==> src/rtl/fifo_access_arb.sv <==
// fifo_access_arb: round-robin arbiter that sequences two write requesters
// and one read requester onto a single FIFO port. At most one FIFO operation
// is issued per cycle. A shadow occupancy count means the FIFO never sees
// a write while full or a read while empty.
module fifo_access_arb #(
  parameter int DATA_WIDTH = 32,
  parameter int DEPTH      = 8,
  parameter int CNT_WIDTH  = 4,
  parameter int TIMEOUT    = 15
) (
  input  logic                  clk,
  input  logic                  reset_n,
  input  logic                  wr0_req,
  input  logic [DATA_WIDTH-1:0] wr0_din,
  output logic                  wr0_gnt,
  input  logic                  wr1_req,
  input  logic [DATA_WIDTH-1:0] wr1_din,
  output logic                  wr1_gnt,
  input  logic                  rd_req,
  output logic                  rd_gnt,
  output logic                  fifo_wr_en,
  output logic                  fifo_rd_en,
  output logic [DATA_WIDTH-1:0] fifo_din,
  output logic [CNT_WIDTH-1:0]  occ,
  output logic [2:0]            op_state,
  output logic [2:0]            starve
);

  // Outcome encoding shared with the FIFO.
  typedef enum logic [2:0] {
    ST_INIT     = 3'b000,
    ST_NO_OP    = 3'b001,
    ST_WRITE    = 3'b010,
    ST_WR_ERROR = 3'b011,
    ST_READ     = 3'b100,
    ST_RD_ERROR = 3'b101
  } op_state_t;

  // Round-robin pointer names the most recently granted requester.
  typedef enum logic [1:0] {
    SEL_WR0 = 2'd0,
    SEL_WR1 = 2'd1,
    SEL_RD  = 2'd2
  } sel_t;

  localparam logic [CNT_WIDTH-1:0] DEPTH_C   = CNT_WIDTH'(DEPTH);
  localparam logic [7:0]           TIMEOUT_C = 8'(TIMEOUT);

  op_state_t             op_state_reg, op_state_next;
  sel_t                  ptr_reg, ptr_next;
  logic                  fifo_wr_en_reg, fifo_rd_en_reg;
  logic [DATA_WIDTH-1:0] fifo_din_reg;
  logic [CNT_WIDTH-1:0]  occ_reg;
  logic [2:0]            starve_reg;
  logic [2:0]            starve_set;

  logic [2:0] req_vec;   // {rd, wr1, wr0}
  logic [2:0] elig;
  logic [2:0] gnt;
  logic       is_full, is_empty;
  logic       wr_gnt_any;

  assign is_full    = (occ_reg == DEPTH_C);
  assign is_empty   = (occ_reg == '0);
  assign req_vec    = {rd_req, wr1_req, wr0_req};
  assign elig       = {rd_req & ~is_empty, wr1_req & ~is_full, wr0_req & ~is_full};
  assign wr_gnt_any = gnt[0] | gnt[1];

  // Grant the first eligible requester after the one granted last.
  always_comb begin
    gnt = 3'b000;
    case (ptr_reg)
      SEL_WR0: begin
        if      (elig[1]) gnt = 3'b010;
        else if (elig[2]) gnt = 3'b100;
        else if (elig[0]) gnt = 3'b001;
      end
      SEL_WR1: begin
        if      (elig[2]) gnt = 3'b100;
        else if (elig[0]) gnt = 3'b001;
        else if (elig[1]) gnt = 3'b010;
      end
      default: begin
        if      (elig[0]) gnt = 3'b001;
        else if (elig[1]) gnt = 3'b010;
        else if (elig[2]) gnt = 3'b100;
      end
    endcase
  end

  assign wr0_gnt = gnt[0];
  assign wr1_gnt = gnt[1];
  assign rd_gnt  = gnt[2];

  // Pointer advances only on a transfer; otherwise it holds.
  always_comb begin
    ptr_next = ptr_reg;
    if      (gnt[0]) ptr_next = SEL_WR0;
    else if (gnt[1]) ptr_next = SEL_WR1;
    else if (gnt[2]) ptr_next = SEL_RD;
  end

  // Outcome of this cycle; INIT is left on the first request ever seen.
  always_comb begin
    op_state_next = ST_NO_OP;
    if (op_state_reg == ST_INIT && req_vec == 3'b000) op_state_next = ST_INIT;
    else if (gnt[2])                                  op_state_next = ST_READ;
    else if (wr_gnt_any)                              op_state_next = ST_WRITE;
    else if (rd_req && is_empty)                      op_state_next = ST_RD_ERROR;
    else if ((wr0_req || wr1_req) && is_full)         op_state_next = ST_WR_ERROR;
  end

  // Outcome state register.
  always_ff @(posedge clk or negedge reset_n) begin
    if (!reset_n) op_state_reg <= ST_INIT;
    else          op_state_reg <= op_state_next;
  end

  // FIFO command pipeline, shadow occupancy and round-robin pointer.
  always_ff @(posedge clk or negedge reset_n) begin
    if (!reset_n) begin
      fifo_wr_en_reg <= 1'b0;
      fifo_rd_en_reg <= 1'b0;
      fifo_din_reg   <= '0;
      occ_reg        <= '0;
      ptr_reg        <= SEL_RD;
    end else begin
      fifo_wr_en_reg <= wr_gnt_any;
      fifo_rd_en_reg <= gnt[2];
      ptr_reg        <= ptr_next;
      if (gnt[0])      fifo_din_reg <= wr0_din;
      else if (gnt[1]) fifo_din_reg <= wr1_din;
      if (wr_gnt_any)  occ_reg <= occ_reg + 1'b1;
      else if (gnt[2]) occ_reg <= occ_reg - 1'b1;
    end
  end

  // Per-requester wait counters that flag starvation at TIMEOUT.
  for (genvar gi = 0; gi < 3; gi++) begin : g_wait
    logic [7:0] wait_reg, wait_next;

    // Count ungranted request cycles, saturating at TIMEOUT.
    always_comb begin
      wait_next = wait_reg;
      if (!req_vec[gi] || gnt[gi]) wait_next = '0;
      else if (wait_reg < TIMEOUT_C) wait_next = wait_reg + 8'd1;
    end

    // Wait counter register.
    always_ff @(posedge clk or negedge reset_n) begin
      if (!reset_n) wait_reg <= '0;
      else          wait_reg <= wait_next;
    end

    assign starve_set[gi] = (wait_next == TIMEOUT_C);
  end

  // Sticky starvation flags, cleared only by reset.
  always_ff @(posedge clk or negedge reset_n) begin
    if (!reset_n) starve_reg <= 3'b000;
    else          starve_reg <= starve_reg | starve_set;
  end

  assign fifo_wr_en = fifo_wr_en_reg;
  assign fifo_rd_en = fifo_rd_en_reg;
  assign fifo_din   = fifo_din_reg;
  assign occ        = occ_reg;
  assign op_state   = op_state_reg;
  assign starve     = starve_reg;

endmodule

==> config.mk <==
export PLATFORM = sky130hd
export DESIGN_NAME = fifo_access_arb
export DESIGN_NICKNAME = d
export VERILOG_FILES = /design/src/rtl/fifo_access_arb.sv
export SDC_FILE = /design/constraint.sdc
export NUM_CORES = 1
export LEC_CHECK = 0
export BUFFER_PORTS_ARGS = -buffer_cell sky130_fd_sc_hd__buf_2
export CELL_PAD_IN_SITES_DETAIL_PLACEMENT = 1
export CELL_PAD_IN_SITES_GLOBAL_PLACEMENT = 1
export CORE_UTILIZATION = 40
export DETAILED_ROUTE_END_ITERATION = 10
export PLACE_DENSITY = 0.83
export SLEW_MARGIN = 20
export SYNTH_ARGS = -nofsm -noshare
export SYNTH_HDL_FRONTEND = slang
export SYNTH_SLANG_ARGS = --single-unit
==> constraint.sdc <==
create_clock -name clk -period 6.1 [get_ports clk]
set_input_delay 0.305 -clock clk [delete_from_list [all_inputs] [get_ports clk]]
set_output_delay 0.305 -clock clk [all_outputs]
set_load 0.05 [all_outputs]
==> qor.txt, run 1 <==
Status: finished clean
Sequential area share after synthesis: 0.5145
Area grow syn2layout: 24.72%
Final Critical Period: 3.215 ns
GP Congestion: 0.7995
Mapped Cells: 320
CTS buffer count: 9
Final worst-path cycle share: 0.5270
Final core occ: 0.5171
DRT iter0 DRCs: 77
Crit path max fanout: 69
Power Dens Cells: 546.5 mW/mm2
Total grt overflow: 0
Number of flops mapped to enable cells by yosys: 0
Top-count cell post-synth: dfrtp_1
Min-delay worst type: in -> async
Hold-fix buffers, CTS: 0
CTS clk-pin slew, worst paths: 0.07 ns
Avg Inst Size Synth: 10.65 um2
Async SR Flop Fraction: 1.000
CTS root buffer: clkbuf_8
Total wire length: 8631 um
Main synth FF type: dfrtp_1
First drt pass iteration count: 4
Die height: 94.29 um
Synth top area share: 0.5068
Leak Pwr: 2.212 nW
RSZ-0062 raised after global routing: false
Post-synth net total: 395
Vias: 2845
Number of global-route vias before repair: 2943
First-pass GRT wire length: 14150 um
Synth top area cells: dfrtp_1 (51%), mux2i_1 (9.7%), a21oi_1 (6.6%), nor2_1 (4.8%), and3_1 (1.8%)
Placed Instances: 531
Largest net degree at the start of global routing: 71
Drc violations: 0
Die Wd: 94.29 um
Post-CTS setup buffers: 0
Max Slew Vio Count: 0
Synth top cells by count: dfrtp_1 (69), a21oi_1 (45), nor2_1 (44)
Synthesis Warnings: 0
TritonCTS clock tree: yes
Mapped cell area: 0.003407 mm2
Worst vdd ir: 298.5 uV
Share of cells above drive strength 1: 0.3258
Post_cts resized: 0
Bufs on Longest Clock Path: 2
Die area: 0.008891 mm2
Max_cap viols: 0
Overall Global Routing Usage: 0.2081
Crit end category: register
Vias/cell: 5.201
Worst setup SP type: register
Row count: 33
# nets final: 512
Post-DP HPWL: 6140 um
Initial core utilization: 0.4146
Final WS setup: 2.885 ns
Post-synthesis register bit count: 70
Cell taking the most area after synthesis: dfrtp_1
Post-Route Skew: 0.01192 ns
Critical Path RT: 6.36 ns
Measured slew at the worst slew-check pin: 0.9517 ns
Max reg flops: 32
Initial antenna violation count: 0
Worst slack, placed: 2.949 ns
WS Path Type: reg -> reg
Setup_tns: 0 ns
Core area: 0.008217 mm2
Max_slew headroom: 0.3597
Diode count: 0
Detail Route Antenna Nets: 0
Non-Filler Instances: 547
Critical Path AT: 3.48 ns
Maximum clock frequency: 311.1 MHz
Cell variety after synth: 47
I/O Buffers: 115
Fin. Hold Viols: 0
Routed len/inst: 15.78 um
# H-tree levels: 3
Clk_lat worst skew: 0.34 ns
# clock sinks: 70
Final setup violation count: 0
Ports: 116
[power by group]
group | internal (mW) | leakage [nW] | switching [mW]
clock network | 0.211 | 0.0996 | 0.170
registers | 0.618 | 0.864 | 0.112
logic | 0.327 | 1.25 | 0.884
[worst paths after layout]
path	startpoint	end	slack [ns]	cells after the start
max	occ[0]	occ[3]	2.89	9
min	reset_n	g_wait[2].wait_reg[1]	0.16	2
max reg2reg	occ[0]	occ[3]	2.89	9
min reg2reg	starve[0]	starve[0]	0.47	1
max in group asynchronous	reset_n	ptr_reg[0]	5.36	2
min in group clk	wr0_din[10]	fifo_din[10]	0.26	3
[logic make-up (layout without fill, tap and decap cells)]
family                     Yosys count  in the layout  share of synthesized area
and+or+nand+nor                    113            113                     0.1774
AOI/OAI and AO/OA                   70             70                     0.1212
DFF                                 70             70                     0.5145
muxes                               34             34                     0.1003
buffers and inverters               18            140                    0.03929
xor gates and xnor gates             9              9                    0.02314
adders and majority gates            6              6                    0.02424
[critical path: stages (launching register included)]
cell	delay (ns)
dfrtp_1	0.46
or3_1	0.51
a311oi_4	0.24
buf_4	0.56
inv_1	0.16
ha_1	0.36
a21oi_1	0.19
nand2_1	0.11
or4_1	0.42
nand4_1	0.12
[stage by stage]
step	hold WS (ns)	total power, mW	cell area (um2)
6_report	0.1598	2.322	4249
5_1_grt	0.2361	2.459	4249
4_1_cts	0.1996	2.344	4249
3_5_place_dp	0.4517	1.953	4048
3_3_place_gp	0.4371	1.908	4048
2_1_floorplan	0.009409	1.670	3407
[cell type report]
| cell class | instances | area (um2) |
|---|---|---|
| clock inverters | 3 | 42.54 |
| inverters | 6 | 22.52 |
| clock buffers | 13 | 158.9 |
| flip-flops and latches | 70 | 1753 |
| fillers | 979 | 3968 |
| multi-input cells | 232 | 1543 |
| well taps | 105 | 131.4 |
| repair buffers | 118 | 598.1 |
[per-layer routing]
layer,wire length (um),track usage,share of wire,up-vias
met1,3467,0.2495,0.40,1397
met5,0,0,0,-
met4,130,0.08077,0.015,0
met2,4709,0.3641,0.55,55
li1,-,-,-,1381
met3,323,0.04126,0.037,12
[layout by cell type, fill, tap and decap left out, types with 2 or more instances in the layout]
| master | synthesis | final |
|---|---|---|
| nor4_1 | 4 | 4 |
| nor2b_1 | 2 | 2 |
| inv_1 | 6 | 6 |
| xor2_1 | 7 | 7 |
| clkbuf_1 | 4 | 2 |
| clkbuf_8 | 0 | 11 |
| nand2_1 | 11 | 11 |
| nor2_1 | 44 | 44 |
| o21ai_0 | 8 | 8 |
| dfrtp_1 | 69 | 69 |
| xnor2_1 | 2 | 2 |
| nand3b_1 | 3 | 3 |
| o21a_1 | 3 | 3 |
| nand4_1 | 3 | 3 |
| nand2b_1 | 4 | 4 |
| a21oi_1 | 45 | 45 |
| a31o_2 | 3 | 3 |
| or3_1 | 2 | 2 |
| mux2i_1 | 33 | 33 |
| and2_1 | 8 | 8 |
| nand3_1 | 10 | 10 |
| buf_4 | 2 | 3 |
| nor4b_2 | 2 | 2 |
| buf_2 | 2 | 115 |
| o211ai_1 | 2 | 2 |
| and3_1 | 10 | 10 |
| and4b_1 | 3 | 3 |
| nor3_1 | 2 | 2 |
| ha_1 | 5 | 5 |
Power figures use the tool's default switching activity.
==> inputs of run 2 (changes only) <==
--- a/config.mk
+++ b/config.mk
@@ -8,9 +8,9 @@
 export BUFFER_PORTS_ARGS = -buffer_cell sky130_fd_sc_hd__buf_2
 export CELL_PAD_IN_SITES_DETAIL_PLACEMENT = 1
 export CELL_PAD_IN_SITES_GLOBAL_PLACEMENT = 1
-export CORE_UTILIZATION = 40
+export CORE_UTILIZATION = 38
 export DETAILED_ROUTE_END_ITERATION = 10
-export PLACE_DENSITY = 0.83
+export PLACE_DENSITY = 0.8
 export SLEW_MARGIN = 20
 export SYNTH_ARGS = -nofsm -noshare
 export SYNTH_HDL_FRONTEND = slang
==> constraint.sdc (replaced) <==
create_clock -name clk -period 3.3 [get_ports clk]
set_input_delay 0.165 -clock clk [delete_from_list [all_inputs] [get_ports clk]]
set_output_delay 0.165 -clock clk [all_outputs]
set_load 0.05 [all_outputs]
==> qor.txt, run 2 (synthesized netlist as in run 1, its figures left out) <==
Status: finished clean
Max Slew Vio Count: 0 (unchanged)
Worst setup SP type: register
Worst vdd ir: 521.6 uV (+75%)
Die Wd: 96.69 um (+2.5%)
Max_cap viols: 0 (unchanged)
Maximum clock frequency: 389.3 MHz (+25%)
Power Dens Cells: 1016 mW/mm2 (+86%)
Crit path max fanout: 68 (-1.4%)
Critical Path AT: 2.80 ns (-0.68 ns)
Number of global-route vias before repair: 3018 (+2.5%)
Detail Route Antenna Nets: 0 (unchanged)
Area of placed instances: 0.004066 mm2 (+0.46%)
Area grow syn2layout: 26.48%
DRT iter0 DRCs: 68 (-12%)
Total grt overflow: 0 (unchanged)
WS Path Type: reg -> reg
Clk_lat worst skew: 0.35 ns (about the same)
Overall Global Routing Usage: 0.1871 (-0.02100)
Row count: 34 (+3.0%)
Core area: 0.008721 mm2 (+6.1%)
RSZ-0062 raised after global routing: false
Post-CTS setup buffers: 0 (unchanged)
Ports: 116 (unchanged)
Die height: 96.69 um (+2.5%)
Routed len/inst: 15.32 um (-2.9%)
Largest net degree at the start of global routing: 69 (-2.8%)
Post-route cell area: 0.004309 mm2 (+1.4%)
Leak Pwr: 2.241 nW (+1.3%)
GP Congestion: 0.8600 (+7.6%)
Final Critical Period: 2.568 ns (-0.6461 ns)
Critical Path RT: 3.53 ns (-2.83 ns)
Hold-fix buffers, CTS: 1 (+1)
I/O Buffers: 115 (unchanged)
Vias/cell: 5.148 (-1.0%)
Max_slew headroom: 0.2984 (-0.06129)
Post_cts resized: 0 (unchanged)
Final worst-path cycle share: 0.7783 (+0.2514)
Min-delay worst type: in -> reg
Vias: 2847 (+0.070%)
Post-DP HPWL: 6378 um (+3.9%)
Placed Instances: 536 (+0.94%)
Fin. Hold Viols: 0 (unchanged)
Max reg flops: 32 (unchanged)
Share of cells above drive strength 1: 0.3326 (+0.006792)
Non-Filler Instances: 553 (+1.1%)
TritonCTS clock tree: yes
CTS root buffer: clkbuf_8
Setup_tns: 0 ns (unchanged)
Post-Route Skew: 0.007339 ns (-0.004578 ns)
CTS clk-pin slew, worst paths: 0.08 ns (about the same)
Diode count: 0 (unchanged)
Final hold slack: 0.1149 ns (-0.04484 ns)
# H-tree levels: 3 (unchanged)
Drc violations: 0 (unchanged)
Bufs on Longest Clock Path: 2 (unchanged)
Crit end category: register
Measured slew at the worst slew-check pin: 1.052 ns (+0.1007 ns)
Total wire length: 8473 um (-1.8%)
Final setup violation count: 0 (unchanged)
CTS buffer count: 9 (unchanged)
First drt pass iteration count: 6 (+2)
Initial antenna violation count: 0 (unchanged)
Die area: 0.009349 mm2 (+5.2%)
Commonest non-fill, non-tap cell in the layout: buf_2
# clock sinks: 70 (unchanged)
Commonest non-fill, non-tap cells in the layout: buf_2 (115), dfrtp_1 (69), a21oi_1 (45), nor2_1 (44), mux2i_1 (33)
Initial core utilization: 0.3907 (-0.02397)
First-pass GRT wire length: 14030 um (-0.88%)
# nets final: 515 (+0.59%)
run 2: cell types whose count changed in the layout (fill, tap and decap cells not counted):
| cell | previous run | this run |
|---|---|---|
| buf_4 | 3 | 5 |
| bufinv_16 | 1 | 2 |
| clkbuf_1 | 2 | 0 |
| clkinv_4 | 0 | 1 |
| dlygate4sd3_1 | 0 | 1 |
run 2: power by group:
| part | switching (mW) | internal, mW |
|---|---|---|
| Combinational | 1.62 | 0.609 |
| Sequential | 0.213 | 1.14 |
| Clock | 0.325 | 0.467 |
| Total | 2.16 | 2.22 |
run 2: path summary, 6_finish.rpt:
path	from	to	slack, ns	cells past startpoint
max	occ[0]	occ[2]	0.73	6
max in group asynchronous	reset_n	ptr_reg[1]	2.09	3
max reg2reg	occ[0]	occ[2]	0.73	6
min	rd_req	op_state[2]	0.11	3
min reg2reg	starve[1]	starve[1]	0.47	1
min in group asynchronous	reset_n	fifo_wr_en	0.42	2
run 2: through the flow:
stage	setup slack, ns	power (mW)	utilization
floorplan	0.4575	3.088	-
global placement	0.8269	3.530	0.4663
detailed placement	0.7489	3.619	0.4663
CTS	0.7322	4.438	0.4941
global route	0.5877	4.631	0.4941
finish	0.7315	4.379	0.4941
run 2: layout make-up:
cell class,instances,area (um2)
inverters,6,22.52
fillers,1019,4412
well taps,108,135.1
clock buffers,11,151.4
multi-input cells,232,1543
repair buffers,121,623.1
clock inverters,5,81.33
flip-flops and latches,70,1753
run 2: per-layer routing:
| layer | share of wire | GRT usage |
|---|---|---|
| met4 | 0.016 | 0.06889 |
| met1 | 0.42 | 0.2180 |
| met2 | 0.53 | 0.3337 |
| met5 | 0 | 0 |
| met3 | 0.036 | 0.04335 |
run 2: critical path, stage by stage (launching register included):
cell and delay (ns):
dfrtp_1 0.46, or3_1 0.50, a311oi_4 0.26, buf_4 0.57, fa_1 0.32, xnor2_1 0.07
mux2_2 0.25
